## src/rtl/puf_auth_verifier_if.sv

```systemverilog
// Host/PUF-facing signal bundle for puf_auth_verifier. The master side drives
// requests and PUF results; the slave side is the verifier itself.
interface puf_auth_verifier_if;
    logic       start;
    logic       mode;
    logic [5:0] chal_base;
    logic [5:0] puf_chal;
    logic       puf_rst;
    logic       puf_en;
    logic       puf_done;
    logic [7:0] puf_resp;
    logic       busy;
    logic       done;
    logic       pass;
    logic [6:0] hd_total;
    logic [1:0] err;

    modport master (
        output start, mode, chal_base, puf_done, puf_resp,
        input  puf_chal, puf_rst, puf_en, busy, done, pass, hd_total, err
    );
    modport slave (
        input  start, mode, chal_base, puf_done, puf_resp,
        output puf_chal, puf_rst, puf_en, busy, done, pass, hd_total, err
    );
endinterface

```

## src/rtl/puf_auth_verifier.sv

```systemverilog
// Challenge-issuing PUF authentication controller: enrolls responses into a
// 64-entry table or scores them by Hamming distance. Option: PUF_AUTH_MAJORITY_EN.
module puf_auth_verifier #(
    parameter int N_CHAL  = 4,
    parameter int THRESH  = 3,
    parameter int TIMEOUT = 400_000_000
) (
    input logic               clk,
    input logic               rst_n,
    puf_auth_verifier_if.slave bus
);
    localparam int             TW    = (TIMEOUT > 1) ? $clog2(TIMEOUT) : 1;
    localparam logic [TW-1:0]  TMAX  = TW'(TIMEOUT - 1);
    localparam logic [2:0]     KLAST = 3'(N_CHAL - 1);
    localparam logic [6:0]     THR   = 7'(THRESH);

    typedef enum logic [2:0] {IDLE, PRST, SETTLE, MEAS, EVAL, FIN} state_t;

    state_t        state_q;
    logic          mode_q, set_q;
    logic [2:0]    k_q;
    logic [TW-1:0] tmr_q;
    logic [7:0]    resp_q;
    logic [5:0]    chal_q;
    logic          rst_q, en_q, busy_q, done_q, pass_q;
    logic [6:0]    hd_q;
    logic [1:0]    err_q;
    logic [63:0]   vld_q;
    logic [7:0]    tbl_q [64];

    logic [7:0]    wr_d;
    logic          wr_last, wr_en;
    logic [6:0]    hd_d;

    function automatic logic [3:0] popcnt8(input logic [7:0] v);
        logic [3:0] c;
        c = '0;
        for (int i = 0; i < 8; i++) c = c + {3'b000, v[i]};
        return c;
    endfunction

`ifdef PUF_AUTH_MAJORITY_EN
    logic [1:0] rep_q;
    logic [7:0] m0_q, m1_q;
    assign wr_d    = (m0_q & m1_q) | (m0_q & resp_q) | (m1_q & resp_q);
    assign wr_last = (rep_q == 2'd2);
`else
    assign wr_d    = resp_q;
    assign wr_last = 1'b1;
`endif

    assign wr_en = (state_q == EVAL) && mode_q && wr_last;
    assign hd_d  = hd_q + {3'b000, popcnt8(resp_q ^ tbl_q[chal_q])};

    // Response storage carries no reset; only the valid bits matter.
    always_ff @(posedge clk) begin
        if (wr_en) tbl_q[chal_q] <= wr_d;
    end

    always_ff @(posedge clk or negedge rst_n) begin
        if (!rst_n) begin
            state_q <= IDLE;
            mode_q  <= 1'b0;
            set_q   <= 1'b0;
            k_q     <= '0;
            tmr_q   <= '0;
            resp_q  <= '0;
            chal_q  <= '0;
            rst_q   <= 1'b0;
            en_q    <= 1'b0;
            busy_q  <= 1'b0;
            done_q  <= 1'b0;
            pass_q  <= 1'b0;
            hd_q    <= '0;
            err_q   <= '0;
            vld_q   <= '0;
`ifdef PUF_AUTH_MAJORITY_EN
            rep_q   <= '0;
            m0_q    <= '0;
            m1_q    <= '0;
`endif
        end else begin
            done_q <= 1'b0;
            rst_q  <= 1'b0;
            case (state_q)
                IDLE: if (bus.start) begin
                    mode_q  <= bus.mode;
                    chal_q  <= bus.chal_base;
                    k_q     <= '0;
                    hd_q    <= '0;
                    pass_q  <= 1'b0;
                    err_q   <= '0;
                    rst_q   <= 1'b1;
                    busy_q  <= 1'b1;
                    state_q <= PRST;
`ifdef PUF_AUTH_MAJORITY_EN
                    rep_q   <= '0;
`endif
                end
                PRST: begin
                    set_q   <= 1'b0;
                    state_q <= SETTLE;
                end
                SETTLE: begin
                    if (set_q) begin
                        en_q    <= 1'b1;
                        tmr_q   <= '0;
                        state_q <= MEAS;
                    end else begin
                        set_q <= 1'b1;
                    end
                end
                MEAS: begin
                    if (bus.puf_done) begin
                        resp_q  <= bus.puf_resp;
                        en_q    <= 1'b0;
                        state_q <= EVAL;
                    end else if (tmr_q == TMAX) begin
                        err_q   <= 2'b01;
                        en_q    <= 1'b0;
                        done_q  <= 1'b1;
                        state_q <= FIN;
                    end else begin
                        tmr_q <= tmr_q + 1'b1;
                    end
                end
                EVAL: begin
                    if (!mode_q && !vld_q[chal_q]) begin
                        err_q   <= 2'b10;
                        done_q  <= 1'b1;
                        state_q <= FIN;
                    end
`ifdef PUF_AUTH_MAJORITY_EN
                    // Enroll re-measures the same challenge until three reads are held.
                    else if (mode_q && !wr_last) begin
                        if (rep_q == 2'd0) m0_q <= resp_q;
                        else               m1_q <= resp_q;
                        rep_q   <= rep_q + 1'b1;
                        rst_q   <= 1'b1;
                        state_q <= PRST;
                    end
`endif
                    else begin
                        if (mode_q) vld_q[chal_q] <= 1'b1;
                        else        hd_q          <= hd_d;
`ifdef PUF_AUTH_MAJORITY_EN
                        rep_q <= '0;
`endif
                        if (k_q == KLAST) begin
                            pass_q  <= !mode_q && (hd_d <= THR);
                            done_q  <= 1'b1;
                            state_q <= FIN;
                        end else begin
                            k_q     <= k_q + 1'b1;
                            chal_q  <= chal_q + 1'b1;
                            rst_q   <= 1'b1;
                            state_q <= PRST;
                        end
                    end
                end
                FIN: begin
                    busy_q  <= 1'b0;
                    state_q <= IDLE;
                end
                default: state_q <= IDLE;
            endcase
        end
    end

    assign bus.puf_chal = chal_q;
    assign bus.puf_rst  = rst_q;
    assign bus.puf_en   = en_q;
    assign bus.busy     = busy_q;
    assign bus.done     = done_q;
    assign bus.pass     = pass_q;
    assign bus.hd_total = hd_q;
    assign bus.err      = err_q;
endmodule

```

## src/flat_wrapper.sv

```systemverilog
// flat-port wrapper written by rule: the top's interface ports become plain ports
module puf_auth_verifier_flat 
#(
    parameter int N_CHAL  = 4,
    parameter int THRESH  = 3,
    parameter int TIMEOUT = 400_000_000
)
  (clk, rst_n, bus_start, bus_mode, bus_chal_base, bus_puf_done, bus_puf_resp, bus_puf_chal, bus_puf_rst, bus_puf_en, bus_busy, bus_done, bus_pass, bus_hd_total, bus_err);
  puf_auth_verifier_if bus_i ();
  input logic clk;
  input logic rst_n;
  input wire logic [$bits(bus_i.start)-1:0] bus_start;
  input wire logic [$bits(bus_i.mode)-1:0] bus_mode;
  input wire logic [$bits(bus_i.chal_base)-1:0] bus_chal_base;
  input wire logic [$bits(bus_i.puf_done)-1:0] bus_puf_done;
  input wire logic [$bits(bus_i.puf_resp)-1:0] bus_puf_resp;
  output wire logic [$bits(bus_i.puf_chal)-1:0] bus_puf_chal;
  output wire logic [$bits(bus_i.puf_rst)-1:0] bus_puf_rst;
  output wire logic [$bits(bus_i.puf_en)-1:0] bus_puf_en;
  output wire logic [$bits(bus_i.busy)-1:0] bus_busy;
  output wire logic [$bits(bus_i.done)-1:0] bus_done;
  output wire logic [$bits(bus_i.pass)-1:0] bus_pass;
  output wire logic [$bits(bus_i.hd_total)-1:0] bus_hd_total;
  output wire logic [$bits(bus_i.err)-1:0] bus_err;
  assign bus_i.start = bus_start;
  assign bus_i.mode = bus_mode;
  assign bus_i.chal_base = bus_chal_base;
  assign bus_i.puf_done = bus_puf_done;
  assign bus_i.puf_resp = bus_puf_resp;
  assign bus_puf_chal = bus_i.puf_chal;
  assign bus_puf_rst = bus_i.puf_rst;
  assign bus_puf_en = bus_i.puf_en;
  assign bus_busy = bus_i.busy;
  assign bus_done = bus_i.done;
  assign bus_pass = bus_i.pass;
  assign bus_hd_total = bus_i.hd_total;
  assign bus_err = bus_i.err;
  puf_auth_verifier #(.N_CHAL(N_CHAL), .THRESH(THRESH), .TIMEOUT(TIMEOUT)) u_core (.clk(clk), .rst_n(rst_n), .bus(bus_i));
endmodule
```

## config.mk

```make
export PLATFORM = sky130hd
export DESIGN_NAME = puf_auth_verifier_flat
export DESIGN_NICKNAME = d
export VERILOG_FILES = /design/src/rtl/puf_auth_verifier_if.sv /design/src/rtl/puf_auth_verifier.sv /design/src/flat_wrapper.sv
export SDC_FILE = /design/constraint.sdc
export NUM_CORES = 1
export LEC_CHECK = 0
export BUFFER_PORTS_ARGS = -buffer_cell sky130_fd_sc_hd__clkbuf_2
export CAP_MARGIN = 0
export CELL_PAD_IN_SITES_DETAIL_PLACEMENT = 0
export CELL_PAD_IN_SITES_GLOBAL_PLACEMENT = 1
export CORE_UTILIZATION = 58
export CTS_CLUSTER_DIAMETER = 40
export DETAILED_ROUTE_END_ITERATION = 10
export GPL_ROUTABILITY_DRIVEN = 0
export PLACE_DENSITY = 0.93
export SYNTH_ARGS = -nofsm -noshare
export SYNTH_HDL_FRONTEND = slang
export SYNTH_SLANG_ARGS = --single-unit
```

## constraint.sdc

```tcl
create_clock -name clk -period 12.2 [get_ports clk]
set_input_delay 1.83 -clock clk [delete_from_list [all_inputs] [get_ports clk]]
set_output_delay 1.83 -clock clk [all_outputs]
set_load 0.005 [all_outputs]
```

==> reports/qor.yml <==
global_route:
  overflow: 0
  grt_pass1_vias: 15100
  grt_pass1_wl_mm: 94.2
  grt_max_degree: 83
  grt_usage_pct: 29.2
  antenna_found_initial: 0
layout:
  drive_above_1_share_pct: 17.2
  diodes: 0
  syn2layout_area_growth_pct: 11.9
  fillers: 2759
  nets: 1677
  area.sequential_um2: 18600
  multi_input_area_um2: 5930
yosys:
  async_reset_ff_share_pct: 20.1
  synthTopCellsByArea: "edfxtp_1 61%, dfrtp_1 13%, a22oi_1 4.0%"
  synth_top_area_share_pct: 61.4
  syn_inst: 1595
  syn-num-nets: 1630
  synth_cell_types: 62
  yosysWarnings: 0
  syn-cell-area_um2: 25000
  ys_seq_area_share_pct: 74.3
  synthFlopType: "edfxtp_1"
  yosysMostFrequentCell: "edfxtp_1"
  synth_top_area_cell: "edfxtp_1"
  syn_area_per_cell_um2: 15.7
  ys_seq_elements: 641
  yosys-top-cells-count: "512 x edfxtp_1, 134 x a22oi_1, 129 x dfrtp_1"
  synth-edff-count: 512
timing:
  finalMaxSlewViolations: 0
  worst_slew_pin_slew_ps: 1220
  hold_ws_ps: 465
  period_needed_ps: 7790
  finalSetupViolCount: 0
  grt_setup_unrepaired: "no"
  period_share_pct: 63.9
  hold_viol_final: 0
  relSlewSlack_pct: 18.6
  max_freq_mhz: 128
  skew_ps: 24.6
  setup_slack_ps: 4410
  setup-tns-final_ps: 0
setup_path:
  cp_max_fo: 65
  r2r-end: "u_core.bus.pass"
  endpoint_kind: "flip-flop"
  worstSetupEndpoint: "u_core.bus.pass"
  startpoint_type: "flip-flop"
  cp.required_ps: 12710
  arrival_ps: 8300
  r2r_cells: 24
  cp-startpoint: "u_core.bus.puf_chal[1]"
  r2r_slack_ps: 4410
  r2r_start: "u_core.bus.puf_chal[1]"
  worstSetupPathType: "reg2reg"
die:
  dieArea_um2: 44000
  die_w_um: 210
  coreArea_um2: 42200
  ios: 39
  start_util_pct: 59.3
  rows: 75
  dieHeight_um: 210
clocking:
  hold_buffers: 0
  clk_latency_ps: 610
  cts_resized: 0
  cts_sinks: 641
  clkSlewWorstSetupHoldPaths_ps: 60
  cts_root_buf: "clkbuf_16"
  cts_buffers: 73
  tritoncts: "built"
  cts_buffer_depth: 3
  postCtsSetupBuffers: 0
  htree_num_levels: 3
power:
  ir_drop_mv: 0.257
  p_leak_nw: 9.89
  power_density_nw_per_um2: 264
drt:
  vias_per_cell: 6.86
  drt_iter0_drc: 2300
  finalWirelength_mm: 63.3
  post-route-drc-count: 0
  dr.pass1.iters: 6
  vias: 15400
  postRouteAntennaNets: 0
  post_drt_wl_per_cell_um: 28.3
run:
  maxCapViolations: 0
placed_design:
  portBuffers: 38
  dp_hpwl_mm: 36.2
  post-place-ws_ps: 4520
hold_path:
  hold_class: "reg2reg"
run_status:
  status: "complete, no violations"
-- metrics by stage --
stage | instances | cell area, µm² | utilization [%] | total power, mW
floorplan | 1595 | 25000 | - | 4.51
detailed placement | 2106 | 25700 | 60.8 | 5.27
global route | 2240 | 28000 | 66.3 | 7.73
CTS | 2240 | 28000 | 66.3 | 7.37
finish | 2240 | 28000 | 66.3 | 7.39
global placement | 2106 | 25700 | 60.8 | 5.21
-- metal layers --
metal	global-route usage, %	part of all wire [%]
met2	45.2	47
met3	6.60	11
met4	12.2	3.8
met1	40.3	39
met5	0	0
-- cells in the final DEF, fill, tap and decap left out, drive strengths merged, types with 12 or more instances in the layout --
cell type and instances:
dfrtp 129, nand2 56, o21ai 14, nor4 12
mux2i 21, edfxtp 512, clkbuf 130, a22oi 134
or2 68, nor3 18, buf 29, a221oi 63
inv 29, nand3 30, a22o 68, clkinv 20
xor2 24, xnor2 12, nor2 110, a21oi 17
a31oi 61, and3 12
-- power by group --
group	switching (mW)	leakage, nW	internal [mW]
registers	0.116	6.35	2.71
clock network	0.908	1.13	1.20
logic	1.61	2.41	0.846
-- flip-flops by register name, summed over array words and instances, names as in the netlist --
register	flops
u_core.tmr_q	29
u_core.tbl_q	512
u_core.mode_q	1
u_core.bus.hd_total	7
u_core.bus.err	2
u_core.resp_q	8
u_core.bus.pass	1
u_core.bus.done	1
u_core.set_q	1
u_core.bus.puf_chal	6
u_core.state_q	3
u_core.bus.busy	1
u_core.bus.puf_rst	1
u_core.vld_q	64
u_core.k_q	3
u_core.bus.puf_en	1
-- cells by family (layout without fill, tap and decap cells) --
kind of cell	after synthesis	in the layout	share of synthesized area, %
fa+ha+maj	16	16	0.950
buf+inv	108	214	2.11
compound gates	389	389	11.9
flops	641	641	74.3
xor+xnor	36	36	1.26
mux	38	38	1.89
simple gates	367	367	7.56
-- layout make-up --
type	count	share of cell area (%)
timing repair buffer	66	1.45
multi-input combinational	846	21.2
clock inverter	41	1.37
inverter	14	0.188
tap	539	2.41
sequential	641	66.5
clock buffer	93	6.93
-- worst min path at each step --
stage | start | to | slack [ps] | depth (start not counted)
after floorplan | u_core.vld_q[52] | u_core.vld_q[52] | 430 | 1
after global placement | u_core.vld_q[52] | u_core.vld_q[52] | 440 | 1
after detailed placement | u_core.vld_q[31] | u_core.vld_q[31] | 450 | 1
after CTS | u_core.vld_q[31] | u_core.vld_q[31] | 460 | 1
after global routing | u_core.vld_q[31] | u_core.vld_q[31] | 470 | 1
final | u_core.vld_q[31] | u_core.vld_q[31] | 470 | 1
-- critical path, stage by stage (launching register included) --
cell and delay [ps]:
dfrtp_1 710, buf_4 370, and3b_2 230, buf_4 420, a22o_1 370, a221oi_2 200, a31oi_1 180, or4_1 630
nor4b_2 310, xnor2_1 170, ha_1 280, fa_1 600, inv_1 90, fa_1 500, fa_1 480, fa_1 490
inv_1 60, ha_1 270, a21o_1 180, a21oi_1 220, nor2b_1 70, o21ai_0 250, nor4b_1 280, o31ai_1 120
o31ai_1 190
Power figures use the tool's default switching activity.
